`src/rtl/rtc_bus_arbiter.sv`:
```
// Round-robin arbiter and cycle generator for the RTC multiplexed address/data bus.
// Optional burst mode under macro RTC_BURST_EN: an owner with req still high keeps the bus.
module rtc_bus_arbiter #(
  parameter int N_CH      = 4,
  parameter int T_PULSE   = 4,
  parameter int T_HOLD    = 2,
  parameter int BURST_MAX = 4
) (
  input  logic              clk,
  input  logic              reset,
  input  logic [N_CH-1:0]   req,
  input  logic [N_CH-1:0]   req_wr,
  input  logic [8*N_CH-1:0] req_addr,
  input  logic [8*N_CH-1:0] req_wdata,
  output logic [N_CH-1:0]   gnt,
  output logic [N_CH-1:0]   done,
  output logic [7:0]        rdata,
  output logic              busy,
  output logic              a_d,
  output logic              cs,
  output logic              rd,
  output logic              wr,
  output logic [7:0]        ad_out,
  output logic              ad_oe,
  input  logic [7:0]        ad_in
);

  localparam int         PW         = (N_CH > 1) ? $clog2(N_CH) : 1;
  localparam logic [3:0] PULSE_LAST = 4'(T_PULSE - 1);
  localparam logic [3:0] HOLD_LAST  = 4'(T_HOLD - 1);

  if (N_CH < 2 || N_CH > 8 || T_PULSE < 1 || T_PULSE > 15 ||
      T_HOLD < 1 || T_HOLD > 15 || BURST_MAX < 1) begin : g_param_err
    $error("rtc_bus_arbiter: parameter out of range");
  end

  typedef enum logic [2:0] {
    S_IDLE, S_ADDR, S_ADDR_H, S_DATA, S_DATA_H, S_DONE
  } state_e;

  state_e          state_q, state_d;
  logic [3:0]      cnt_q, cnt_d;
  logic [PW-1:0]   ptr_q, ptr_d;
  logic [N_CH-1:0] gnt_q, gnt_d;
  logic [7:0]      rdata_q, rdata_d;
  logic            wr_q, wr_d;
  logic [7:0]      addr_q, addr_d;
  logic [7:0]      wdata_q, wdata_d;
`ifdef RTC_BURST_EN
  localparam logic [7:0] BURST_LIM = 8'(BURST_MAX);
  logic [7:0]      burst_q, burst_d;
`endif

  logic            win_found;
  logic [PW-1:0]   win_idx;
  int              cand;

  // Search starts one past the last owner, so the last owner has lowest priority.
  always_comb begin
    win_found = 1'b0;
    win_idx   = ptr_q;
    cand      = 0;
    for (int i = 1; i <= N_CH; i++) begin
      cand = (int'(ptr_q) + i) % N_CH;
      if (!win_found && req[PW'(cand)]) begin
        win_found = 1'b1;
        win_idx   = PW'(cand);
      end
    end
  end

  always_ff @(posedge clk or negedge reset) begin
    if (!reset) begin
      state_q <= S_IDLE;
      cnt_q   <= '0;
      ptr_q   <= PW'(N_CH - 1);
      gnt_q   <= '0;
      rdata_q <= '0;
`ifdef RTC_BURST_EN
      burst_q <= '0;
`endif
    end else begin
      state_q <= state_d;
      cnt_q   <= cnt_d;
      ptr_q   <= ptr_d;
      gnt_q   <= gnt_d;
      rdata_q <= rdata_d;
`ifdef RTC_BURST_EN
      burst_q <= burst_d;
`endif
    end
  end

  always_ff @(posedge clk) begin
    wr_q    <= wr_d;
    addr_q  <= addr_d;
    wdata_q <= wdata_d;
  end

  always_comb begin
    state_d = state_q;
    cnt_d   = cnt_q;
    ptr_d   = ptr_q;
    gnt_d   = gnt_q;
    rdata_d = rdata_q;
    wr_d    = wr_q;
    addr_d  = addr_q;
    wdata_d = wdata_q;
`ifdef RTC_BURST_EN
    burst_d = burst_q;
`endif
    case (state_q)
      S_IDLE: begin
        if (win_found) begin
          state_d = S_ADDR;
          cnt_d   = PULSE_LAST;
          ptr_d   = win_idx;
          gnt_d   = N_CH'(1) << win_idx;
          wr_d    = req_wr[win_idx];
          addr_d  = req_addr[8*win_idx +: 8];
          wdata_d = req_wdata[8*win_idx +: 8];
`ifdef RTC_BURST_EN
          burst_d = 8'd1;
`endif
        end
      end
      S_ADDR: begin
        if (cnt_q == 4'd0) begin
          state_d = S_ADDR_H;
          cnt_d   = HOLD_LAST;
        end else begin
          cnt_d = cnt_q - 4'd1;
        end
      end
      S_ADDR_H: begin
        if (cnt_q == 4'd0) begin
          state_d = S_DATA;
          cnt_d   = PULSE_LAST;
        end else begin
          cnt_d = cnt_q - 4'd1;
        end
      end
      S_DATA: begin
        if (cnt_q == 4'd0) begin
          if (!wr_q) rdata_d = ad_in;
          state_d = S_DATA_H;
          cnt_d   = HOLD_LAST;
        end else begin
          cnt_d = cnt_q - 4'd1;
        end
      end
      S_DATA_H: begin
        if (cnt_q == 4'd0) begin
          state_d = S_DONE;
        end else begin
          cnt_d = cnt_q - 4'd1;
        end
      end
      S_DONE: begin
        state_d = S_IDLE;
        gnt_d   = '0;
`ifdef RTC_BURST_EN
        // Owner keeps the bus without a turnaround cycle; pointer stays put.
        if (req[ptr_q] && burst_q < BURST_LIM) begin
          state_d = S_ADDR;
          gnt_d   = gnt_q;
          cnt_d   = PULSE_LAST;
          wr_d    = req_wr[ptr_q];
          addr_d  = req_addr[8*ptr_q +: 8];
          wdata_d = req_wdata[8*ptr_q +: 8];
          burst_d = burst_q + 8'd1;
        end
`endif
      end
      default: state_d = S_IDLE;
    endcase
  end

  // Bus pins decode straight from state so reset idles them without a clock.
  always_comb begin
    a_d    = 1'b1;
    cs     = 1'b1;
    rd     = 1'b1;
    wr     = 1'b1;
    ad_oe  = 1'b0;
    ad_out = 8'h00;
    case (state_q)
      S_ADDR: begin
        a_d    = 1'b0;
        cs     = 1'b0;
        wr     = 1'b0;
        ad_oe  = 1'b1;
        ad_out = addr_q;
      end
      S_ADDR_H: begin
        a_d    = 1'b0;
        ad_oe  = 1'b1;
        ad_out = addr_q;
      end
      S_DATA: begin
        cs = 1'b0;
        if (wr_q) begin
          wr     = 1'b0;
          ad_oe  = 1'b1;
          ad_out = wdata_q;
        end else begin
          rd = 1'b0;
        end
      end
      S_DATA_H: begin
        if (wr_q) begin
          ad_oe  = 1'b1;
          ad_out = wdata_q;
        end
      end
      default: ;
    endcase
  end

  assign gnt   = gnt_q;
  assign done  = (state_q == S_DONE) ? gnt_q : '0;
  assign rdata = rdata_q;
  assign busy  = (state_q != S_IDLE);

endmodule

```
`config.mk`:
```
export PLATFORM = sky130hd
export DESIGN_NAME = rtc_bus_arbiter
export DESIGN_NICKNAME = d
export VERILOG_FILES = /design/src/rtl/rtc_bus_arbiter.sv
export SDC_FILE = /design/constraint.sdc
export NUM_CORES = 1
export LEC_CHECK = 0
export BUFFER_PORTS_ARGS = -buffer_cell sky130_fd_sc_hd__buf_2
export CAP_MARGIN = 0
export CORE_MARGIN = 5
export CORE_UTILIZATION = 50
export DETAILED_ROUTE_END_ITERATION = 10
export GPL_ROUTABILITY_DRIVEN = 0
export MAX_ROUTING_LAYER = met4
export PLACE_DENSITY = 0.85
export SYNTH_ARGS = -nofsm -noshare
export SYNTH_HDL_FRONTEND = slang
export SYNTH_SLANG_ARGS = --single-unit
```
`constraint.sdc`:
```
create_clock -name clk -period 6.6 [get_ports clk]
set_clock_uncertainty 0.2 [all_clocks]
set_input_delay 0.33 -clock clk [delete_from_list [all_inputs] [get_ports clk]]
set_output_delay 0.33 -clock clk [all_outputs]
set_load 0.01 [all_outputs]
```
==> results of run 1 <==
## timing repair
action	CTS	global route
hold endpoints to repair	19	0
hold buffers	1	0
buffers inserted	0	0
## Yosys cell counts (3+ instances only)
library cell,count
a21oi_1,21
a22o_1,10
a22oi_1,17
and2_1,4
buf_2,5
buf_4,3
buf_6,4
clkbuf_1,3
dfrtp_1,19
edfxtp_1,17
inv_1,5
mux2_4,8
mux2i_1,18
nand2_1,10
nand2b_1,21
nand3_1,4
nor2_1,8
o21ai_0,9
## power groups by stage
stage | Sequential (uW) | Clock, uW | Combinational [uW]
after floorplan | 448 | 0 | 589
after global placement | 458 | 0 | 763
after detailed placement | 465 | 0 | 778
after CTS | 460 | 233 | 782
after global routing | 478 | 243 | 857
final | 461 | 229 | 772
## sequential cells by signal, summed over array words and instances, names as in the netlist
register,cells
gnt,4
cnt_q,4
addr_q,8
state_q,3
ptr_q,2
wdata_q,8
wr_q,1
rdata,8
## metrics by stage
stage / util / std cells / area [sq um]
final: 0.683 / 380 / 3030
after global routing: 0.683 / 380 / 3030
after CTS: 0.683 / 380 / 3030
after detailed placement: 0.651 / 371 / 2890
after global placement: 0.651 / 371 / 2890
after floorplan: - / 222 / 2340
## cell families (layout without fill, tap and decap cells)
family / after synthesis / after routing / share of synthesized area
AO/OA/AOI/OAI: 68 / 68 / 0.196
XOR/XNOR: 2 / 2 / 0.00749
adder cells (fa/ha/maj): 1 / 1 / 0.00535
buffers and inverters: 21 / 127 / 0.0540
flip-flops: 38 / 38 / 0.444
multiplexers: 26 / 26 / 0.128
AND/OR/NAND/NOR: 66 / 66 / 0.165
## critical path: stages (launching register included)
cell      delay [ns]
dfrtp_1         0.48
nor2_1          0.43
nand2_1         0.15
a21boi_2        0.38
a22o_1          0.20
buf_2           0.14
## layout make-up
| type | count | area (sq um) | share of cell area |
|---|---|---|---|
| clock inverter | 3 | 63.8 | 0.0210 |
| multi-input combinational | 163 | 1200 | 0.395 |
| clock buffer | 5 | 68.8 | 0.0227 |
| sequential | 38 | 1040 | 0.342 |
| timing repair buffer | 114 | 581 | 0.191 |
| tap | 52 | 65.1 | 0.0214 |
| inverter | 5 | 18.8 | 0.00619 |
## per-layer routing
| layer | vias to the layer above | track usage | part of all wire |
|---|---|---|---|
| li1 | 1029 | - | - |
| met1 | 896 | 0.242 | 0.44 |
| met2 | 89 | 0.277 | 0.46 |
| met3 | 9 | 0.0469 | 0.077 |
| met4 | 0 | 0.0629 | 0.019 |
| met5 | - | - | 0 |
## worst paths after layout
path                             from  slack [ns]  cells after the start    endpoint
setup / recovery           state_q[0]        3.99                      5   ad_out[3]
hold / removal               ad_in[7]        0.08                      2    rdata[7]
setup reg to reg           state_q[2]        4.20                      3  wdata_q[2]
hold reg to reg              rdata[5]        0.30                      1    rdata[5]
max in group asynchronous       reset        5.54                      2    ptr_q[1]
min in group asynchronous       reset        0.31                      2      gnt[3]
==> reports/metrics.yaml, run 1 <==
logic_synthesis:
  synth_seq_cells: 38
  yosys_warnings: 0
  synth_area_leaders: "edfxtp_1 (22%), dfrtp_1 (20%), mux2i_1 (7.7%)"
  syn_nets: 305
  synth_edf_count: 17
  synth_top_area_share: 0.218
  ys_types: 46
  synth_ff_type: "dfrtp_1"
  async_flop_share: 0.553
  synth_top_cell_by_area: "edfxtp_1"
  avgSynthCellArea_sq_um: 10.5
  ys_seq_area_frac: 0.444
  syn_inst: 222
  syn-cell-area_sq_um: 2340
sta:
  setup_viol: 0
  fin_crit_sh: 0.395
  worstMarginPinSlew_ns: 0.578
  timing.hold.ws_ns: 0.0755
  slew_headroom: 0.614
  max_freq_mhz: 384
  worst_slack_ns: 3.99
  maxSlewViolCount: 0
  final.setup.tns_ns: 0
  rsz0062_at_grt: "false"
  min_period_ns: 2.61
  final_hold_viol_count: 0
layout:
  layout_commonest_cell: "buf_2"
  drive_gt1_frac: 0.427
  fill_cells: 359
  syn_to_final_growth_pct: 29.7
  nets: 410
  num_antenna_cells: 0
  mostFrequentLayoutCells: "buf_2 (111), nand2b_1 (21), a21oi_1 (21)"
setup_path:
  critical_path_arrival_ns: 2.08
  crit_required_ns: 6.07
  cp-end-kind: "output port"
  path_class: "register to output port"
  path_max_fanout: 10
  cp-start-kind: "register"
cts:
  ctsResizeCount: 0
  clk_pin_slew_ns: 0.07
  cts_buffers: 5
  cts_tree: "built"
  numClockSinks: 38
  htree_levels: 2
  cts_root_buf: "clkbuf_8"
  clk_path_buf_depth: 2
  insertion_delay_ns: 0.29
power_and_ir_drop:
  p_comb_frac: 0.528
  worst_ir_drop_vdd_mv: 0.343
  power_uw: 1460
  p_int_uw: 902
  p_clk_frac: 0.156
  power.density_nw_per_um2: 482
  power.leakage_uw: 0.00147
  p_sw_frac: 0.383
  pwr-share-seq: 0.316
  netSwitchingPower_uw: 560
placed_design:
  port_buffers: 111
  hpwl_microns: 4330
  dpl_worst_slack_ns: 4.20
worst_hold_path:
  hp-class: "primary input to register"
detailed_routing:
  drtIter0Drc: 67
  dr_total_vias: 2023
  drt_pre_antenna_iters: 4
  detail_route.vias_per_cell: 5.32
  wirelength_microns: 5390
  drc: 0
  wl_per_cell_microns: 14.2
  postRouteAntennaNets: 0
run_status:
  status: "completed"
global_route:
  grt_pass1_wl_microns: 8730
  grt_max_degree: 57
  grt_pass1_vias: 1924
  antenna_found_initial: 0
  gr-usage-all-layers: 0.184
  overflow: 0
die:
  die_h_microns: 78.4
  die-area_sq_um: 6150
  ioPinCount: 112
  die_x_microns: 78.4
  core_sq_um: 4440
  rows: 24
  start_util: 0.526
flow_run:
  cap_violations: 0
(Power assumes the default switching activity.)
==> inputs of run 2 (changes only) <==
- CORE_UTILIZATION: 50 -> 47
- PLACE_DENSITY: 0.85 -> 0.81
- clock period: 6.6 -> 2.5 ns (I/O delays scaled with it)
==> run 2 against run 1 <==
Net effect: clock power up 79%; critical path depth unchanged; global-route usage down 0.23 points; flip-flop and latch count unchanged; final cell count up 6.8%; count of clock-buffer cells in the layout unchanged; critical path type unchanged; critical endpoint is now ad_out[5]; largest cell class unchanged.
==> reports/metrics.yaml, run 2 (synthesis results as in run 1) <==
die:
  die-area_sq_um: 6490  # +5.6%
  rows: 25  # +4.2%
  die_h_microns: 80.6  # +2.7%
  core_sq_um: 4790  # +7.7%
  die_x_microns: 80.6  # +2.7%
  start_util: 0.489  # -0.0376
  ioPinCount: 112  # unchanged
detailed_routing:
  wl_per_cell_microns: 14.1  # -0.82%
  m1WireLength_microns: 2460  # +3.0%
  drt_pre_antenna_iters: 4  # unchanged
  maxUsedRoutingLayer: "met4"
  wl_met3_microns: 489  # +18%
  detail_route.vias_per_cell: 5.09  # -4.3%
  dr_total_vias: 2068  # +2.2%
  drc: 0  # unchanged
  drtIter0Drc: 129  # +93%
  postRouteAntennaNets: 0  # unchanged
  wirelength_microns: 5720  # +6.0%
  met2WireLength_microns: 2710  # +9.2%
setup_path:
  path_max_fanout: 10  # unchanged
  critical_path_arrival_ns: 1.94  # -0.14 ns
  crit_required_ns: 2.17  # -3.90 ns
  cp-end-kind: "output port"
  path_class: "register to output port"
  cp-start-kind: "register"
power_and_ir_drop:
  power.density_nw_per_um2: 1210  # +150%
  worst_ir_drop_vdd_mv: 0.670  # +96%
  power.leakage_uw: 0.00151  # +2.3%
global_route:
  grt_pass1_vias: 2000  # +4.0%
  grt_max_degree: 49  # -14%
  gr-usage-all-layers: 0.181  # -0.00229
  grt_pass1_wl_microns: 8900  # +2.0%
  antenna_found_initial: 0  # unchanged
  overflow: 0  # unchanged
layout:
  syn_to_final_growth_pct: 34.2
  nets: 421  # +2.7%
  mostFrequentLayoutCells: "buf_2 (111), nand2b_1 (21), a21oi_1 (21)"
  drive_gt1_frac: 0.425  # -0.00205
  num_antenna_cells: 0  # unchanged
  layout_commonest_cell: "buf_2"
sta:
  maxSlewViolCount: 0  # unchanged
  fin_crit_sh: 0.905
  slew_headroom: 0.527  # -0.0877
  final.setup.tns_ns: 0  # unchanged
  min_period_ns: 2.26
  final_hold_viol_count: 0  # unchanged
  worst_slack_ns: 0.237  # -3.76 ns
  max_freq_mhz: 442
  rsz0062_at_grt: "false"
  setup_viol: 0  # unchanged
  worstMarginPinSlew_ns: 0.703  # +0.126 ns
cts:
  numClockSinks: 38  # unchanged
  clk_path_buf_depth: 2  # unchanged
  cts_buffers: 5  # unchanged
  cts_tree: "built"
  insertion_delay_ns: 0.28  # about the same
  clk_pin_slew_ns: 0.07  # about the same
  htree_levels: 2  # unchanged
  cts_root_buf: "clkbuf_8"
run_status:
  status: "completed"
worst_hold_path:
  hp-class: "primary input to register"
placed_design:
  dpl_worst_slack_ns: 0.304  # -3.89 ns
  port_buffers: 111  # unchanged
  hpwl_microns: 4510  # +4.0%
flow_run:
  cap_violations: 0  # unchanged
run 2: timing repair:
item | 4_1_cts | 5_1_grt
gates resized for setup | 0 | 1
setup endpoints to repair | 0 | 9
hold buffers | 9 | 0
setup buffers | 0 | 0
hold endpoints to repair | 29 | 0
run 2: where the power goes:
group	total (uW)	switching, uW	internal [uW]
registers	1200	186	1020
logic	2180	1130	1050
clock network	411	215	196
total	3790	1530	2260
run 2: per-stage QoR:
step                      hold WS [ns]  area (sq um)  power (uW)  cells  utilization
after floorplan                 -0.371          2340        2740    222            -
after global placement          -0.101          2960        3320    389        0.618
after detailed placement       -0.0911          2960        3400    389        0.618
after CTS                       0.0164          3140        3830    406        0.655
after global routing            0.0282          3140        4090    406        0.656
final                           0.0184          3140        3790    406        0.656
run 2: worst paths after layout:
path / start / end / slack [ns] / depth (start not counted)
worst min register to register: rdata[3] / rdata[3] / 0.31 / 1
worst min-delay path: req_wdata[9] / wdata_q[1] / 0.02 / 3
max in group asynchronous: reset / ptr_q[1] / 1.64 / 2
worst max register to register: cnt_q[0] / rdata[0] / 0.31 / 6
min in group asynchronous: reset / gnt[2] / 0.12 / 2
worst max-delay path: state_q[0] / ad_out[5] / 0.24 / 5
run 2: critical path: stages (launching register included):
cell and delay [ns]:
dfrtp_1 0.49, nor2_2 0.30, nand2_1 0.13, a21boi_2 0.38, a22o_1 0.22, buf_2 0.13
run 2: final cells by class:
cell class                      instances  area [sq um]
Clock buffer                            5          68.8
Clock inverter                          3          20.0
Fill cell                             375          1650
Inverter                                5          18.8
Multi-Input combinational cell        163          1200
Sequential cell                        38          1040
Tap cell                               67          83.8
Timing Repair Buffer                  125           708
run 2: layer usage:
layer / vias to the layer above / GRT usage
met1: 920 / 0.237
met2: 91 / 0.286
met5: - / -
met4: 0 / 0.0625
li1: 1051 / -
met3: 6 / 0.0314
==> inputs of run 3 (changes only) <==
- CORE_ASPECT_RATIO: not set -> 1.4
- PLACE_DENSITY: 0.81 -> 0.82
- TNS_END_PERCENT: not set -> 30
==> run 3 against run 2 <==
Net effect: global-route usage up 1.2 points; combinational power about the same; flip-flop and latch count unchanged; clock power up 57%; non-clock buffer count unchanged; maximum frequency down 0.50%; sequential power about the same; total power up 6.3%; first-iteration DRC count down 50%; worst hold slack better by 0.0036 ns; routed wire length up 6.2%; largest power group unchanged; utilization up 0.17 points.
==> reports/metrics.yaml, run 3 (synthesis results as in run 1) <==
sta:
  worstMarginPinSlew_ns: 1.23  # +0.532 ns
  setup_viol: 0  # unchanged
  max_freq_mhz: 440  # -0.50%
  rsz0062_at_grt: "false"
  final_hold_viol_count: 0  # unchanged
  timing.hold.ws_ns: 0.0220  # +0.00358 ns
  fin_crit_sh: 0.910  # +0.00458
  min_period_ns: 2.27  # +0.0115 ns
  maxSlewViolCount: 0  # unchanged
  slew_headroom: 0.175  # -0.352
  final.setup.tns_ns: 0  # unchanged
power_and_ir_drop:
  p_int_uw: 2480  # +9.7%
  worst_ir_drop_vdd_mv: 0.767  # +14%
  p_comb_frac: 0.539  # -0.035
  p_sw_frac: 0.385  # -0.0191
  power_uw: 4030  # +6.3%
  netSwitchingPower_uw: 1550  # +1.3%
  p_clk_frac: 0.160  # +0.052
  pwr-share-seq: 0.301  # -0.016
  power.leakage_uw: 0.00154  # +1.9%
  power.density_nw_per_um2: 1270  # +4.8%
cts:
  clk_pin_slew_ns: 0.07  # about the same
  htree_levels: 2  # unchanged
  cts_buffers: 5  # unchanged
  cts_tree: "built"
  clk_path_buf_depth: 2  # unchanged
  insertion_delay_ns: 0.29  # about the same
  cts_root_buf: "clkbuf_8"
  numClockSinks: 38  # unchanged
  cts_setup_buffers: 0  # unchanged
setup_path:
  crit_required_ns: 2.33  # +0.16 ns
  ff2ff_setup_slack_ns: 0.23  # -0.08 ns
  path_max_fanout: 35  # +25
  critical_path_arrival_ns: 2.11  # +0.17 ns
  path_class: "register to register"
  cp-start-kind: "register"
  cp-end-kind: "register"
detailed_routing:
  postRouteAntennaNets: 0  # unchanged
  detail_route.vias_per_cell: 5.25  # +3.0%
  wl_per_cell_microns: 15.1  # +7.0%
  dr_total_vias: 2115  # +2.3%
  wirelength_microns: 6070  # +6.2%
  drt_pre_antenna_iters: 4  # unchanged
  drc: 0  # unchanged
  drtIter0Drc: 65  # -50%
layout:
  num_antenna_cells: 0  # unchanged
  syn_to_final_growth_pct: 36.1
  layout_commonest_cell: "buf_2"
  mostFrequentLayoutCells: "buf_2 (111), nand2b_1 (21), a21oi_1 (21)"
  stdcell_area_sq_um: 3180  # +1.4%
  drive_gt1_frac: 0.428  # +0.00295
  nets: 421  # unchanged
die:
  die_h_microns: 93.5  # +16%
  rows: 30  # +20%
  die-area_sq_um: 6510  # +0.31%
  ioPinCount: 112  # unchanged
  core_sq_um: 4840  # +1.2%
  start_util: 0.483  # -0.00568
  die_x_microns: 69.6  # -14%
global_route:
  overflow: 0  # unchanged
  antenna_found_initial: 0  # unchanged
  grt_pass1_wl_microns: 10000  # +12%
  gr-usage-all-layers: 0.194  # +0.0125
  grt_max_degree: 57  # +16%
  grt_pass1_vias: 2211  # +11%
placed_design:
  post_dp_cell_area_sq_um: 2940  # -0.55%
  hpwl_microns: 4610  # +2.2%
  port_buffers: 111  # unchanged
flow_run:
  cap_violations: 0  # unchanged
worst_hold_path:
  hp-class: "primary input to register"
run_status:
  status: "completed"
## run 3: final cells by class
type                            instances  area, sq um
Fill cell                             399         1660
Multi-Input combinational cell        163         1210
Sequential cell                        38         1040
Inverter                                5         18.8
Clock inverter                          2         60.1
Tap cell                               64         80.1
Clock buffer                            6         82.6
Timing Repair Buffer                  125          696
## run 3: final timing paths
kind / start / end / cells past startpoint
worst max-delay path: ptr_q[1] / wr_q / 3
worst min register to register: rdata[2] / rdata[2] / 1
worst min-delay path: req_wdata[14] / wdata_q[6] / 3
min in group asynchronous: reset / state_q[1] / 2
worst max register to register: ptr_q[1] / wr_q / 3
max in group asynchronous: reset / ptr_q[0] / 2
## run 3: power by group through the flow
stage / combinational [uW] / clock, uW / sequential, uW
after global placement: 2100 / 0 / 1210
after floorplan: 1550 / 0 / 1180
final: 2170 / 644 / 1210
after detailed placement: 2160 / 0 / 1220
after CTS: 2190 / 654 / 1210
after global routing: 2420 / 683 / 1250
## run 3: repair_timing
item | CTS | global route
endpoints found under the setup margin | 0 | 9
hold buffers | 9 | 0
endpoints found under the hold margin | 29 | 0
resized for setup | 0 | 2
## run 3: worst max-delay path: stages (launching register included)
cell      delay [ns]
dfstp_2         0.41
o311ai_4        1.04
buf_4           0.29
a22oi_1         0.07
## run 3: per-layer routing
| metal | global-route usage | vias to the layer above | wire [microns] |
|---|---|---|---|
| li1 | - | 1046 | - |
| met1 | 0.207 | 966 | 2290 |
| met2 | 0.350 | 84 | 3240 |
| met3 | 0.0409 | 19 | 361 |
| met4 | 0.0783 | 0 | 176 |
| met5 | - | - | 0 |
## run 3: per-stage QoR
| stage | util | instances | setup slack, ns |
|---|---|---|---|
| after detailed placement | 0.607 | 386 | 0.255 |
| after global placement | 0.607 | 386 | 0.325 |
| after global routing | 0.658 | 403 | 0.0534 |
| after CTS | 0.656 | 403 | 0.0410 |
| final | 0.658 | 403 | 0.226 |
| after floorplan | - | 222 | 0.291 |
